[config.mk]
export PLATFORM = sky130hd
export DESIGN_NAME = cu_param_flat
export DESIGN_NICKNAME = d
export VERILOG_FILES = /design/src/rtl/cu_param_pkg.sv /design/src/rtl/cu_param_if.sv /design/src/rtl/cu_param_onehot_dec.sv /design/src/rtl/cu_param.sv /design/src/flat_wrapper.sv
export SDC_FILE = /design/constraint.sdc
export NUM_CORES = 1
export LEC_CHECK = 0
export ABC_CLOCK_PERIOD_IN_PS = 2390
export BUFFER_PORTS_ARGS = -buffer_cell sky130_fd_sc_hd__buf_2
export CORE_UTILIZATION = 45
export DETAILED_ROUTE_END_ITERATION = 10
export PLACE_DENSITY = 0.83
export SLEW_MARGIN = 20
export SYNTH_ARGS = -nofsm -noshare
export SYNTH_HDL_FRONTEND = slang
export SYNTH_SLANG_ARGS = --single-unit
[constraint.sdc]
create_clock -name clk -period 2.39 [get_ports clk]
set_clock_uncertainty 0.1 [all_clocks]
set_input_delay 0.3585 -clock clk [delete_from_list [all_inputs] [get_ports clk]]
set_output_delay 0.3585 -clock clk [all_outputs]
set_load 0.05 [all_outputs]
[src/rtl/cu_param_pkg.sv]
// Shared opcode, state and ALU encodings for the parametrised control unit.
package cu_pkg;
    localparam int OP_MV   = 0;
    localparam int OP_MVI  = 1;
    localparam int OP_ADD  = 2;
    localparam int OP_SUB  = 3;
    localparam int OP_AND  = 4;
    localparam int OP_OR   = 5;
    localparam int OP_MVNZ = 6;

    typedef enum logic [2:0] {
        S_IDLE = 3'd0,
        S_T0   = 3'd1,
        S_T1   = 3'd2,
        S_T2   = 3'd3,
        S_T3   = 3'd4
    } state_t;

    localparam logic [1:0] ALU_ADD = 2'b00;
    localparam logic [1:0] ALU_SUB = 2'b01;
    localparam logic [1:0] ALU_AND = 2'b10;
    localparam logic [1:0] ALU_OR  = 2'b11;
endpackage

[src/rtl/cu_param_if.sv]
// Control-unit <-> datapath signal bundle; master is the datapath side.
interface cu_param_if #(
    parameter int NREGS = 8,
    parameter int OPW   = 3
);
    localparam int REGW = $clog2(NREGS);
    localparam int IR_W = OPW + 2*REGW;

    logic             Run;
    logic [IR_W-1:0]  IR;
    logic             Gz;
    logic             IRin;
    logic [NREGS-1:0] Rin;
    logic [NREGS-1:0] Rout;
    logic             Ain;
    logic             Gin;
    logic             Gout;
    logic             DINout;
    logic [1:0]       AluOp;
    logic             Done;
    logic             Illegal;

    modport master (
        output Run, IR, Gz,
        input  IRin, Rin, Rout, Ain, Gin, Gout, DINout, AluOp, Done, Illegal
    );
    modport slave (
        input  Run, IR, Gz,
        output IRin, Rin, Rout, Ain, Gin, Gout, DINout, AluOp, Done, Illegal
    );
endinterface

[src/rtl/cu_param_onehot_dec.sv]
// Binary index to one-hot; a low enable forces every output bit to 0.
module cu_onehot_dec #(
    parameter int N = 8,
    parameter int W = $clog2(N)
) (
    input  logic [W-1:0] i_idx,
    input  logic         i_en,
    output logic [N-1:0] o_oh
);
    for (genvar i = 0; i < N; i++) begin : g_bit
        assign o_oh[i] = i_en && (i_idx == W'(i));
    end
endmodule

[src/rtl/cu_param.sv]
// Multi-cycle control unit: IDLE/T0 fetch, T1 decode, T2/T3 ALU sequence.
module cu_param
    import cu_pkg::*;
#(
    parameter int NREGS = 8,
    parameter int OPW   = 3
) (
    input logic       clk,
    input logic       Resetn,
    cu_param_if.slave bus
);
    localparam int REGW = $clog2(NREGS);
    localparam int IR_W = OPW + 2*REGW;

    state_t r_state, w_next;

    logic [OPW-1:0]   w_op;
    logic [REGW-1:0]  w_x, w_y;
    logic [NREGS-1:0] w_xoh, w_yoh;
    logic [1:0]       w_aluop;
    logic w_is_alu, w_legal;
    logic w_irin, w_rin_x, w_rout_x, w_rout_y, w_ain, w_gin, w_gout, w_dinout;
    logic w_alu_en, w_done, w_illegal;

    assign w_op     = bus.IR[IR_W-1 -: OPW];
    assign w_x      = bus.IR[2*REGW-1 -: REGW];
    assign w_y      = bus.IR[REGW-1:0];
    assign w_is_alu = (w_op >= OPW'(OP_ADD)) && (w_op <= OPW'(OP_OR));
    assign w_legal  = (w_op <= OPW'(OP_MVNZ));
    // op - 2 modulo 4 only needs the low two opcode bits
    assign w_aluop  = w_op[1:0] - 2'd2;

    always_ff @(posedge clk or negedge Resetn) begin
        if (!Resetn) r_state <= S_IDLE;
        else         r_state <= w_next;
    end

    always_comb begin
        w_next = r_state;
        case (r_state)
            S_IDLE:  if (bus.Run) w_next = S_T0;
            S_T0:    w_next = S_T1;
            S_T1:    w_next = (w_legal && w_is_alu) ? S_T2 : S_IDLE;
            S_T2:    w_next = S_T3;
            S_T3:    w_next = S_IDLE;
            default: w_next = S_IDLE;
        endcase
    end

    always_comb begin
        w_irin    = 1'b0;
        w_rin_x   = 1'b0;
        w_rout_x  = 1'b0;
        w_rout_y  = 1'b0;
        w_ain     = 1'b0;
        w_gin     = 1'b0;
        w_gout    = 1'b0;
        w_dinout  = 1'b0;
        w_alu_en  = 1'b0;
        w_done    = 1'b0;
        w_illegal = 1'b0;
        case (r_state)
            S_T0: w_irin = 1'b1;
            S_T1: begin
                if (!w_legal) begin
                    w_done    = 1'b1;
                    w_illegal = 1'b1;
                end else if (w_is_alu) begin
                    w_rout_x = 1'b1;
                    w_ain    = 1'b1;
                end else if (w_op == OPW'(OP_MVI)) begin
                    w_dinout = 1'b1;
                    w_rin_x  = 1'b1;
                    w_done   = 1'b1;
                end else begin
                    // mv, or mvnz: the copy is suppressed when G is zero
                    w_done = 1'b1;
                    if (w_op == OPW'(OP_MV) || !bus.Gz) begin
                        w_rout_y = 1'b1;
                        w_rin_x  = 1'b1;
                    end
                end
            end
            S_T2: begin
                w_rout_y = 1'b1;
                w_gin    = 1'b1;
                w_alu_en = 1'b1;
            end
            S_T3: begin
                w_gout   = 1'b1;
                w_rin_x  = 1'b1;
                w_done   = 1'b1;
                w_alu_en = 1'b1;
            end
            default: ;
        endcase
    end

    cu_onehot_dec #(.N(NREGS), .W(REGW)) u_dec_x (
        .i_idx (w_x),
        .i_en  (w_rin_x | w_rout_x),
        .o_oh  (w_xoh)
    );

    cu_onehot_dec #(.N(NREGS), .W(REGW)) u_dec_y (
        .i_idx (w_y),
        .i_en  (w_rout_y),
        .o_oh  (w_yoh)
    );

    assign bus.IRin    = w_irin;
    assign bus.Rin     = w_rin_x ? w_xoh : '0;
    assign bus.Rout    = (w_rout_x ? w_xoh : '0) | w_yoh;
    assign bus.Ain     = w_ain;
    assign bus.Gin     = w_gin;
    assign bus.Gout    = w_gout;
    assign bus.DINout  = w_dinout;
    assign bus.AluOp   = (w_alu_en && w_is_alu) ? w_aluop : ALU_ADD;
    assign bus.Done    = w_done;
    assign bus.Illegal = w_illegal;

    a_onehot: assert property (@(posedge clk) disable iff (!Resetn)
        $onehot0(bus.Rin) && $onehot0(bus.Rout));
    a_bus_excl: assert property (@(posedge clk) disable iff (!Resetn)
        $countones({bus.Rout, bus.DINout, bus.Gout}) <= 1);
    a_done_irin: assert property (@(posedge clk) disable iff (!Resetn)
        !(bus.Done && bus.IRin));
    a_done_pulse: assert property (@(posedge clk) disable iff (!Resetn)
        bus.Done |=> !bus.Done);
endmodule

[src/flat_wrapper.sv]
// flat-port wrapper written by rule: the top's interface ports become plain ports
module cu_param_flat import cu_pkg::*;
#(
    parameter int NREGS = 8,
    parameter int OPW   = 3
)
  (clk, Resetn, bus_Run, bus_IR, bus_Gz, bus_IRin, bus_Rin, bus_Rout, bus_Ain, bus_Gin, bus_Gout, bus_DINout, bus_AluOp, bus_Done, bus_Illegal);
  cu_param_if #(.NREGS(NREGS), .OPW(OPW)) bus_i ();
  input logic clk;
  input logic Resetn;
  input wire logic [$bits(bus_i.Run)-1:0] bus_Run;
  input wire logic [$bits(bus_i.IR)-1:0] bus_IR;
  input wire logic [$bits(bus_i.Gz)-1:0] bus_Gz;
  output wire logic [$bits(bus_i.IRin)-1:0] bus_IRin;
  output wire logic [$bits(bus_i.Rin)-1:0] bus_Rin;
  output wire logic [$bits(bus_i.Rout)-1:0] bus_Rout;
  output wire logic [$bits(bus_i.Ain)-1:0] bus_Ain;
  output wire logic [$bits(bus_i.Gin)-1:0] bus_Gin;
  output wire logic [$bits(bus_i.Gout)-1:0] bus_Gout;
  output wire logic [$bits(bus_i.DINout)-1:0] bus_DINout;
  output wire logic [$bits(bus_i.AluOp)-1:0] bus_AluOp;
  output wire logic [$bits(bus_i.Done)-1:0] bus_Done;
  output wire logic [$bits(bus_i.Illegal)-1:0] bus_Illegal;
  assign bus_i.Run = bus_Run;
  assign bus_i.IR = bus_IR;
  assign bus_i.Gz = bus_Gz;
  assign bus_IRin = bus_i.IRin;
  assign bus_Rin = bus_i.Rin;
  assign bus_Rout = bus_i.Rout;
  assign bus_Ain = bus_i.Ain;
  assign bus_Gin = bus_i.Gin;
  assign bus_Gout = bus_i.Gout;
  assign bus_DINout = bus_i.DINout;
  assign bus_AluOp = bus_i.AluOp;
  assign bus_Done = bus_i.Done;
  assign bus_Illegal = bus_i.Illegal;
  cu_param #(.NREGS(NREGS), .OPW(OPW)) u_core (.clk(clk), .Resetn(Resetn), .bus(bus_i));
endmodule
==> impl_metrics.env <==
export IMPL_status="finished clean"
export IMPL_seq_area_frac_synth_pct=12.2
export IMPL_finalWirelength_um=1770
export IMPL_fmax_mhz=436
export IMPL_die_area_um2=1520
export IMPL_route_detailed_vias_per_inst=5.98
export IMPL_yosysMostFrequentCell="nor3_1"
export IMPL_io_buffers=37
export IMPL_rrSetupSlack_ps=1120
export IMPL_cp_cell_sequence="nor2b_1, o311ai_4, nor3_2, buf_2"
export IMPL_finalSetupViolCount=0
export IMPL_fin_total_pwr_mw=0.654
export IMPL_final_nets=132
export IMPL_num_antenna_cells=0
export IMPL_cts_sinks=3
export IMPL_synthesis_area_um2=614
export IMPL_syn_area_per_cell_um2=7.58
export IMPL_clockRootBuffer="clkbuf_4"
export IMPL_rsz0062_at_grt="no"
export IMPL_reg_top3="u_core.r_state: 3 flops"
export IMPL_synth_top_area_share_pct=12.2
export IMPL_placed_area_um2=842
export IMPL_syn_nets=94
export IMPL_slowest_delay_ps=570
export IMPL_slew_violations=0
export IMPL_p_per_area_nw_per_um2=744
export IMPL_synth_cell_types=31
export IMPL_cp_data_required_time_ps=1930
export IMPL_finalHoldViolations=0
export IMPL_period_share_pct=95.9
export IMPL_crit_arrival_ps=1830
export IMPL_ant_nets=0
export IMPL_drtIter0Drc=9
export IMPL_fillCellCount=104
export IMPL_die_w_um=39.0
export IMPL_synthArstFlopShare_pct=100
export IMPL_postSynthCellCount=81
export IMPL_yosysWarnings=0
export IMPL_start_kind="register"
export IMPL_drc=0
export IMPL_drt_pass1_iterations=5
export IMPL_crit_family="compound AO/OA/AOI/OAI gates"
export IMPL_final_area_um2=878
export IMPL_worst_pin_slew_ps=557
export IMPL_end_kind="primary output"
export IMPL_crit_type="reg2out"
export IMPL_crit_buf_inv=1
export IMPL_clockBufferDepth=2
export IMPL_drive_gt1_share_pct=50.8
export IMPL_pin_count=38
export IMPL_wl_per_cell_um=13.4
export IMPL_post_dp_hpwl_um=1310
export IMPL_crit_fanout=9
export IMPL_synth_edf_count=0
export IMPL_overflow=0
export IMPL_die_y_um=39.0
export IMPL_hold_class="in2reg"
export IMPL_largest_register="u_core.r_state"
export IMPL_core_area_um2=1190
export IMPL_vdd_ir_drop_max_mv=0.861
export IMPL_h_tree_depth=1
export IMPL_leakagePower_nw=0.402
export IMPL_max_cap_violations=0
export IMPL_clock_latency_ps=230
export IMPL_instances_no_fill=132
export IMPL_via_count=790
export IMPL_tns_ps=0
export IMPL_area_delta_synth_final_pct=43.0
export IMPL_place_congestion=0.742
export IMPL_slew_headroom_pct=62.8
export IMPL_dp_cells=127
export IMPL_cts_tree="built"
export IMPL_synthTopCellsByCount="nor3_1 (9), o2111ai_1 (8), o211ai_1 (8)"
export IMPL_postCtsSetupBuffers=0
export IMPL_yosys_top_cells_area="dfrtp_1 (12%), o2111ai_1 (11%), o211ai_1 (9.8%)"
export IMPL_utilization_pct=74.1
export IMPL_num_rows=12
export IMPL_crit_path_top_delay_cell="o311ai_4"
export IMPL_grt_pass1_wl_um=2730
export IMPL_yosysTopAreaCell="dfrtp_1"
export IMPL_antenna_found_initial=0
export IMPL_synth_seq_cells=3
export IMPL_fin_crit_ps=2290
export IMPL_synth_flop_cell="dfrtp_1"
export IMPL_start_util_pct=51.8
export IMPL_clk_pin_slew_ps=40
export IMPL_cts_made_buffers=3
export IMPL_grt_max_degree=11
export IMPL_largest_reg_flops=3
export IMPL_first_global_vias=635
export IMPL_grt_use_total_pct=25.5
## where the power goes
part | total [mW] | switching [mW] | internal (mW)
Clock | 0.0871 | 0.0247 | 0.0624
Sequential | 0.115 | 0.0451 | 0.0695
Combinational | 0.452 | 0.320 | 0.132
## worst reg2reg max path, cell delays in order, from the launching register on
cell and delay (ps):
dfrtp_1 500, nor3b_4 350, nand2_1 120, a21oi_1 130
## layout by cell type, fill, tap and decap left out, drive strengths merged, types with 2 or more instances in the layout
cell and instances:
inv 3, nor2b 4, xor2 2, nand3 6, nor3 9, o211ai 8, nand2 4, nor3b 4
nand2b 2, buf 38, clkbuf 4, nand3b 4, nor2 6, o2111ai 8, dfrtp 3, and3b 3
## repair_timing
item / 4_1_cts / 5_1_grt
hold endpoints to repair: 3 / 0
hold buffers: 1 / 0
gates resized for setup: 0 / 0
## logic make-up after synthesis
logic type	after synthesis	share of synthesized area, %
buffers and inverters	9	7.13
AO/OA/AOI/OAI	20	28.9
XOR/XNOR	2	4.07
flip-flops	3	12.2
AND/OR/NAND/NOR	47	47.7
## routing by layer
metal	up-vias	global-route usage, %	share of wire [%]
met1	372	33.0	46
met3	6	1.73	3.2
met2	25	43.3	48
li1	387	-	-
met5	-	0	0
met4	0	9.48	2.0
## final timing paths
check	to	cells past startpoint	startpoint
hold / removal	u_core.r_state[0]$_DFFE_PN0P_	3	bus_Run
setup / recovery	bus_Rin[1]	4	u_core.r_state[2]$_DFFE_PN0P_
max in group asynchronous	u_core.r_state[1]$_DFFE_PN0P_	2	Resetn
hold reg to reg	u_core.r_state[0]$_DFFE_PN0P_	1	u_core.r_state[2]$_DFFE_PN0P_
setup reg to reg	u_core.r_state[0]$_DFFE_PN0P_	3	u_core.r_state[1]$_DFFE_PN0P_
min in group asynchronous	u_core.r_state[2]$_DFFE_PN0P_	2	Resetn
## final cells by class
class	instances	area [um2]	share of cell area, %
Multi-Input combinational cell	69	546	62.1
Timing Repair Buffer	39	203	23.1
Sequential cell	3	75.1	8.55
Clock buffer	4	26.3	2.99
Tap cell	14	17.5	1.99
Inverter	3	11.3	1.28
## through the flow
step	hold slack (ps)	setup slack, ps
finish	274	97.5
global route	286	17.9
CTS	270	115
detailed placement	56.8	338
global placement	52.8	390
floorplan	-37.1	-123
(Power assumes the default switching activity.)
